File: src/rtl/keypad_code_entry.sv
// keypad_code_entry: two-digit octal keypad front end for the alarm controller.
// Optional panic key (4'hC) is enabled by defining PANIC_KEY_EN.
`timescale 1ns/1ps
module keypad_code_entry #(
  parameter logic [5:0] ARM_CODE       = 6'o37,
  parameter logic [5:0] DISARM_CODE    = 6'o04,
  parameter logic [5:0] IDLE_CODE      = 6'o00,
  parameter int         TIMEOUT_CYCLES = 1000,
  parameter int         HOLD_CYCLES    = 2,
  parameter int         MAX_FAILS      = 3,
  parameter int         LOCKOUT_CYCLES = 5000
) (
  input  logic                           clk,
  input  logic                           rst,
  input  logic                           key_valid,
  input  logic [3:0]                     key_code,
  output logic [5:0]                     code,
  output logic                           code_strobe,
  output logic                           entry_err,
  output logic                           locked,
  output logic                           panic,
  output logic [$clog2(MAX_FAILS+1)-1:0] fail_count
);

  localparam int FW = $clog2(MAX_FAILS + 1);
  localparam int TW = $clog2(TIMEOUT_CYCLES + 1);
  localparam int HW = $clog2(HOLD_CYCLES + 1);
  localparam int LW = $clog2(LOCKOUT_CYCLES + 1);

  localparam logic [FW-1:0] FAIL_LAST = FW'(MAX_FAILS - 1);
  localparam logic [TW-1:0] TMO_LAST  = TW'(TIMEOUT_CYCLES - 1);
  localparam logic [HW-1:0] HOLD_LAST = HW'(HOLD_CYCLES - 1);
  localparam logic [LW-1:0] LOCK_LAST = LW'(LOCKOUT_CYCLES - 1);

  localparam logic [2:0] S_IDLE    = 3'd0;
  localparam logic [2:0] S_DIGIT1  = 3'd1;
  localparam logic [2:0] S_FULL    = 3'd2;
  localparam logic [2:0] S_PRESENT = 3'd3;
  localparam logic [2:0] S_LOCKOUT = 3'd4;

  logic [2:0]    state;
  logic [2:0]    d1;
  logic [2:0]    d2;
  logic [TW-1:0] tmo_cnt;
  logic [HW-1:0] hold_cnt;
  logic [LW-1:0] lock_cnt;

  logic       is_digit;
  logic       is_clear;
  logic       is_enter;
  logic       is_panic;
  logic       key_hit;
  logic [2:0] digit;
  logic [5:0] entry;
  logic       code_hit;

  assign is_digit = key_valid && !key_code[3];
  assign is_clear = key_valid && (key_code == 4'hA);
  assign is_enter = key_valid && (key_code == 4'hB);
`ifdef PANIC_KEY_EN
  assign is_panic = key_valid && (key_code == 4'hC);
`else
  assign is_panic = 1'b0;
`endif
  assign key_hit  = is_digit | is_clear | is_enter | is_panic;
  assign digit    = key_code[2:0];
  assign entry    = {d1, d2};
  assign code_hit = (entry == ARM_CODE) || (entry == DISARM_CODE);

  // Entry FSM: digit collection, validation, hold window and lockout.
  always_ff @(posedge clk or posedge rst) begin
    if (rst) begin
      state       <= S_IDLE;
      code        <= IDLE_CODE;
      code_strobe <= 1'b0;
      entry_err   <= 1'b0;
      locked      <= 1'b0;
      panic       <= 1'b0;
      fail_count  <= '0;
      tmo_cnt     <= '0;
      hold_cnt    <= '0;
      lock_cnt    <= '0;
      d1          <= '0;
      d2          <= '0;
    end else begin
      code_strobe <= 1'b0;
      entry_err   <= 1'b0;
      panic       <= 1'b0;
      unique case (state)
        S_IDLE, S_DIGIT1, S_FULL: begin
          if (key_hit) begin
            tmo_cnt <= '0;
          end else if (state != S_IDLE) begin
            if (tmo_cnt == TMO_LAST) begin
              tmo_cnt <= '0;
              d1      <= '0;
              d2      <= '0;
              state   <= S_IDLE;
            end else begin
              tmo_cnt <= tmo_cnt + TW'(1);
            end
          end
          unique case (1'b1)
            is_digit: begin
              if (state == S_IDLE) begin
                d1    <= digit;
                state <= S_DIGIT1;
              end else if (state == S_DIGIT1) begin
                d2    <= digit;
                state <= S_FULL;
              end else begin
                d1 <= d2;
                d2 <= digit;
              end
            end
            is_clear, is_panic: begin
              d1    <= '0;
              d2    <= '0;
              panic <= is_panic;
              state <= S_IDLE;
            end
            is_enter: begin
              d1 <= '0;
              d2 <= '0;
              if (state != S_FULL) begin
                state <= S_IDLE;
              end else if (code_hit) begin
                code        <= entry;
                code_strobe <= 1'b1;
                fail_count  <= '0;
                hold_cnt    <= '0;
                state       <= S_PRESENT;
              end else begin
                entry_err  <= 1'b1;
                fail_count <= fail_count + FW'(1);
                if (fail_count == FAIL_LAST) begin
                  locked   <= 1'b1;
                  lock_cnt <= '0;
                  state    <= S_LOCKOUT;
                end else begin
                  state <= S_IDLE;
                end
              end
            end
            default: ;
          endcase
        end
        S_PRESENT: begin
          panic <= is_panic;
          if (hold_cnt == HOLD_LAST) begin
            code     <= IDLE_CODE;
            hold_cnt <= '0;
            state    <= S_IDLE;
          end else begin
            hold_cnt <= hold_cnt + HW'(1);
          end
        end
        S_LOCKOUT: begin
          if (lock_cnt == LOCK_LAST) begin
            locked     <= 1'b0;
            fail_count <= '0;
            lock_cnt   <= '0;
            state      <= S_IDLE;
          end else begin
            lock_cnt <= lock_cnt + LW'(1);
          end
        end
        default: state <= S_IDLE;
      endcase
    end
  end

endmodule

File: config.mk
export PLATFORM = sky130hd
export DESIGN_NAME = keypad_code_entry
export DESIGN_NICKNAME = d
export VERILOG_FILES = /design/src/rtl/keypad_code_entry.sv
export SDC_FILE = /design/constraint.sdc
export NUM_CORES = 1
export LEC_CHECK = 0
export CAP_MARGIN = 20
export CORE_MARGIN = 8
export CORE_UTILIZATION = 53
export DETAILED_ROUTE_END_ITERATION = 10
export PLACE_DENSITY_LB_ADDON = 0.2
export SLEW_MARGIN = 20
export SYNTH_ARGS = -nofsm -noshare
export SYNTH_HDL_FRONTEND = slang
export SYNTH_SLANG_ARGS = --single-unit
File: constraint.sdc
create_clock -name clk -period 2 [get_ports clk]
set_clock_uncertainty 0.2 [all_clocks]
set_input_delay 0.4 -clock clk [delete_from_list [all_inputs] [get_ports clk]]
set_output_delay 0.4 -clock clk [all_outputs]
set_load 0.05 [all_outputs]
# After elaboration in Yosys (flattened, before gate mapping)
# Cells that the tools add are included.
[classes]
n_mux = 61
n_bitwise = 2
n_reduce_logical = 19
add_sub_neg = 4
n_eq_ne = 20
[op_table]
columns = ["cell", "count"]
rows = [
  ["$mux W13", 5],
  ["$mux W3", 19],
  ["$mux W10", 3],
  ["$pmux W13 S2", 1],
  ["$mux W6", 4],
  ["$pmux W3 S3", 2],
  ["$mux W2", 8],
  ["$ne A2 B2 Y1 const B", 7],
  ["$add A13 B1 Y13 const B", 1],
  ["$eq A13 B13 Y1 const B", 1],
  ["$mux W1", 13],
  ["$pmux W3 S2", 2],
  ["$pmux W6 S2", 1],
  ["$add A10 B1 Y10 const B", 1],
  ["$eq A10 B10 Y1 const B", 1],
  ["$reduce_and A5 Y1", 2],
  ["$eq A4 B4 Y1 const B", 2],
  ["$pmux W2 S2", 2],
  ["$reduce_and A4 Y1", 2],
  ["$eq A3 B2 Y1 const B", 2],
  ["$eq A6 B3 Y1 const B", 1],
  ["$eq A6 B5 Y1 const B", 1],
  ["$reduce_and A6 Y1", 1],
  ["$reduce_bool A2 Y1", 3],
  ["other kinds (16)", 21],
]
[word_totals]
ff_bits = 45
wordCells = 117
out_inout_bits = 12

# Depth between registers and ports, before layout
[depth]
ltp_word = 9
depth_mapped = 7
mapped_depth_nobuf = 6

# Worst setup path before layout
# No wires, ideal clock.
[synth_timing]
path_kind = "register -> register"
startpoint = "register fail_count[1]"
endpoint = "register lock_cnt[11]"
synth_period_minus_slack_ns = 2.129
setup_time_ns = 0.131
path_buffers = 1
t_required_ns = 1.669
path_slack_ns = -0.129
arrival_ns = 1.798
path_stages_with_launch = 7
cell_sequence = "dfrtp_1 ha_1 nand2b_1 or4_1 o21ai_2 buf_2 o211ai_1"
[synth_via]
elab_chain_len = 3
[synth_lines]
columns = ["element", "line", "rtl"]
rows = [
  ["from (decl)", "22", "output logic [$clog2(MAX_FAILS+1)-1:0] fail_count"],
  ["from (signal assigned)", "135", "fail_count <= fail_count + FW'(1);"],
  ["$eq A2 B2 Y1", "136", "if (fail_count == FAIL_LAST) begin"],
  ["$ne A2 B2 Y1 (no line)", "-", ""],
  ["$reduce_and A5 Y1 (no line)", "-", ""],
  ["to (signal assigned)", "165", "lock_cnt <= lock_cnt + LW'(1);"],
  ["to (decl)", "46", "logic [LW-1:0] lock_cnt;"],
]
# Every way passes these cells.
# A chain may end at the register's enable or synchronous reset.

# Worst setup path after layout
[layout_timing]
startpoint = "register d2[0]"
endpoint = "register code[4]"
[layout_via]
elab_chain_len = 4
elab_cells_between_ends = 5
classes_between = "eq/ne: 3; reduce/logical: 2"
[layout_lines]
columns = ["element", "line", "rtl"]
rows = [
  ["from (decl)", "43", "logic [2:0] d2;"],
  ["from (signal assigned)", "109", "d2 <= digit;"],
  ["from (signal assigned)", "113", "d2 <= digit;"],
  ["$eq A6 B5 Y1 / $eq A6 B3 Y1 (equally long branches)", "68", "assign code_hit = (entry == ARM_CODE) || (entry == DISARM_CODE);"],
  ["$logic_or A1 B1 Y1 *", "68", ""],
  ["$ne A2 B2 Y1 (no line) *", "-", ""],
  ["$reduce_and A5 Y1 (no line) *", "-", ""],
  ["to (signal assigned)", "128", "code <= entry;"],
  ["to (decl)", "17", "output logic [5:0] code,"],
]
# Mark *: on every way between the ends. The rest lies on a longest branch, timed or not.

==> results.sh <==
export IMPL_endpoint_kind="flop"
export IMPL_synth_top_family_by_area="compound AO/OA/AOI/OAI gates"
export IMPL_synth_seq_cells=45
export IMPL_cp_max_fo=6
export IMPL_clock_power_share_pct=18.4
export IMPL_seq_power_share_pct=38.0
export IMPL_place_congestion=0.898
export IMPL_fin_crit_sh_pct=101
export IMPL_worst_path_buf_inv=1
export IMPL_cts_htree_levels=2
export IMPL_synth_cells=283
export IMPL_ant_nets=0
export IMPL_syn_area_per_cell_um2=9.33
export IMPL_grt_pass1_vias=2296
export IMPL_cts_buffers_inserted=5
export IMPL_synth_area_mm2=0.00264
export IMPL_design_die_area_mm2=0.00750
export IMPL_peakVddDrop_mv=0.678
export IMPL_worst_slew_pin_slew_ns=0.502
export IMPL_die_w_um=86.6
export IMPL_min_period_ns=2.01
export IMPL_clk_path_buf_depth=2
export IMPL_ys_seq_area_share_pct=42.7
export IMPL_leakagePower_nw=1.46
export IMPL_crit_path_start_kind="flop"
export IMPL_cts_root_buffer="clkbuf_8"
export IMPL_antenna_found_initial=0
export IMPL_finalSetupViolCount=4
export IMPL_max_slew_margin_pct=66.2
export IMPL_cp_depth=5
export IMPL_diodes=0
export IMPL_status="finished, violations left"
export IMPL_cts_tree="done"
export IMPL_whs_ns=0.240
export IMPL_hold_buffers=0
export IMPL_insertion_delay_ns=0.31
export IMPL_switching_share_pct=39.4
export IMPL_max_freq_mhz=497
export IMPL_hold_path_class="in -> async"
export IMPL_crit_reg2reg_launch="d2[0]"
export IMPL_syn2layout_area_growth_pct=26.8
export IMPL_power_switching_w=0.00154
export IMPL_synth_fa_ha_area_share_pct=1.42
export IMPL_slew_viol_final=0
export IMPL_path_cells="or4_4 > a2111oi_4 > buf_6 > nand4_4 > o311ai_1"
export IMPL_synth_edff_count=0
export IMPL_power_density_mw_per_mm2=1160
export IMPL_drive_gt1_share_pct=25.6
export IMPL_dr_pass1_iters=4
export IMPL_wl_um=6260
export IMPL_drt_iter0_drc=159
export IMPL_worstReg2RegEnd="code[4]"
export IMPL_track_usage_pct=17.9
export IMPL_violations="negative setup slack"
export IMPL_core_area_mm2=0.00475
export IMPL_cp_top_family="simple AND/OR/NAND/NOR gates"
export IMPL_path_clk_slew_ns=0.08
export IMPL_rsz0062_at_grt="true"
export IMPL_final_seq_area_mm2=0.00113
export IMPL_portBuffers=17
export IMPL_cts_sinks=45
export IMPL_crit_type="reg -> reg"
export IMPL_intPower_w=0.00236
export IMPL_vias=2422
export IMPL_initial_utilization_pct=55.5
export IMPL_synthSimpleGateAreaFrac_pct=21.8
export IMPL_synthArstFlopShare_pct=100
export IMPL_yosys_cell_types_count=57
export IMPL_crit_arrival_ns=2.03
export IMPL_syn_nets=293
export IMPL_synth_mux_area_share_pct=3.51
export IMPL_critPathMaxStageDelay_ns=0.58
export IMPL_multi_input_area_mm2=0.00139
export IMPL_slowest_stage="or4_4"
export IMPL_num_nets_final=353
export IMPL_grt_max_degree=46
export IMPL_synth_xor_area_share_pct=1.66
export IMPL_grt_pass1_wl_um=10800
export IMPL_drv_cap=0
export IMPL_synth_compound_area_share_pct=23.0
export IMPL_rows=25
export IMPL_ioPinCount=19
export IMPL_worstPathRequired_ns=2.01
export IMPL_drc=0
export IMPL_yosysWarnings=0
export IMPL_fill_cells=375
export IMPL_rr_worst_depth=5
export IMPL_r2r_setup_slack_ns=-0.01
export IMPL_hold_violations=0
export IMPL_synth_main_ff_cell="dfrtp_1"
export IMPL_wire_per_inst_um=15.2
export IMPL_fin_ws_ns=-0.0137
export IMPL_hpwl_um=4620
export IMPL_dp_slack_ns=-0.417
export IMPL_combinationalPowerShare_pct=43.5
export IMPL_layout_commonest_cell="buf_4"
export IMPL_grt_ovfl_total=0
export IMPL_viasPerCell=5.89
export IMPL_most_common_layout_cells="buf_4, dfrtp_1, inv_1, nand3_1, nand2_1"
export IMPL_die_y_um=86.6
## Yosys cell counts (all sizes together) (6+ instances only)
cell type | number | area (um2)
inv | 24 | 90.1
dfrtp | 45 | 1130
nand4 | 8 | 65.1
nor3 | 8 | 40.0
clkbuf | 6 | 22.5
nand2b | 7 | 43.8
o2bb2ai | 9 | 78.8
buf | 6 | 38.8
nand2 | 19 | 71.3
mux2i | 7 | 70.1
a31oi | 7 | 43.8
o31ai | 9 | 72.6
nor2 | 12 | 45.0
a21oi | 12 | 63.8
o21ai | 18 | 93.8
nand3 | 19 | 95.1
## what timing repair did
action / CTS / global route
pin swaps: 1 / 1
setup buffers: 0 / 1
setup endpoints to repair: 17 / 24
gates resized for setup: 5 / 7
## power groups by stage
stage                     combinational [W]  sequential [W]  clock [W]
after floorplan                    0.000971         0.00159          0
after global placement              0.00161         0.00149          0
after detailed placement            0.00164         0.00150          0
after CTS                           0.00165         0.00149   0.000729
after global routing                0.00187         0.00154   0.000753
final                               0.00170         0.00148   0.000719
## per-layer routing
| layer | share of wire [%] | track usage, % |
|---|---|---|
| met1 | 48 | 24.2 |
| met5 | 0 | 0 |
| met2 | 46 | 27.3 |
| met4 | 1.1 | 5.63 |
| met3 | 5.3 | 4.25 |
## per-stage QoR
| step | instances | setup TNS [ns] | utilization (%) | power [W] | cell area (um2) |
|---|---|---|---|---|---|
| 2_1_floorplan | 283 | 0 | - | 0.00256 | 2650 |
| 3_3_place_gp | 402 | -9.99 | 67.0 | 0.00310 | 3190 |
| 3_5_place_dp | 402 | -10.75 | 67.0 | 0.00314 | 3190 |
| 4_1_cts | 410 | -0.0358 | 69.6 | 0.00387 | 3310 |
| 5_1_grt | 411 | -0.564 | 70.4 | 0.00416 | 3350 |
| 6_report | 411 | -0.0286 | 70.4 | 0.00390 | 3350 |
## final cells by class
cell class              instances  share of cell area, %
multi-input cells             202                   41.6
flip-flops and latches         45                   33.7
repair buffers                 65                   16.0
inverters                      24                   2.69
clock buffers                   7                   2.58
well taps                      67                   2.50
clock inverters                 1                  0.897
## tightest hold or removal path: stages
cell,delay (ns)
clkdlybuf4s50_1,0.41
inv_2,0.07
buf_12,0.24
## worst max-delay path by stage
stage / end / start / slack, ns
after CTS: code[4] / d2[0] / -0.01
after global placement: lock_cnt[6] / key_valid / -0.38
after floorplan: lock_cnt[11] / fail_count[0] / 0.0004
final: code[4] / d2[0] / -0.01
after detailed placement: lock_cnt[5] / key_valid / -0.42
after global routing: code[4] / d2[0] / -0.08
## state kept, by name, indices dropped and copies added (netlist names)
register / count
code: 6
code_strobe: 1
d2: 3
hold_cnt: 2
tmo_cnt: 10
locked: 1
state: 3
entry_err: 1
d1: 3
lock_cnt: 13
fail_count: 2
## cell families after synthesis
family                   after synthesis
AO/OA/AOI/OAI                         84
XOR/XNOR                               5
adder cells (fa/ha/maj)                3
buffers and inverters                 36
flip-flops                            45
multiplexers                           9
other                                  1
AND/OR/NAND/NOR                      100
No activity file was read; power rests on OpenSTA's default activity.
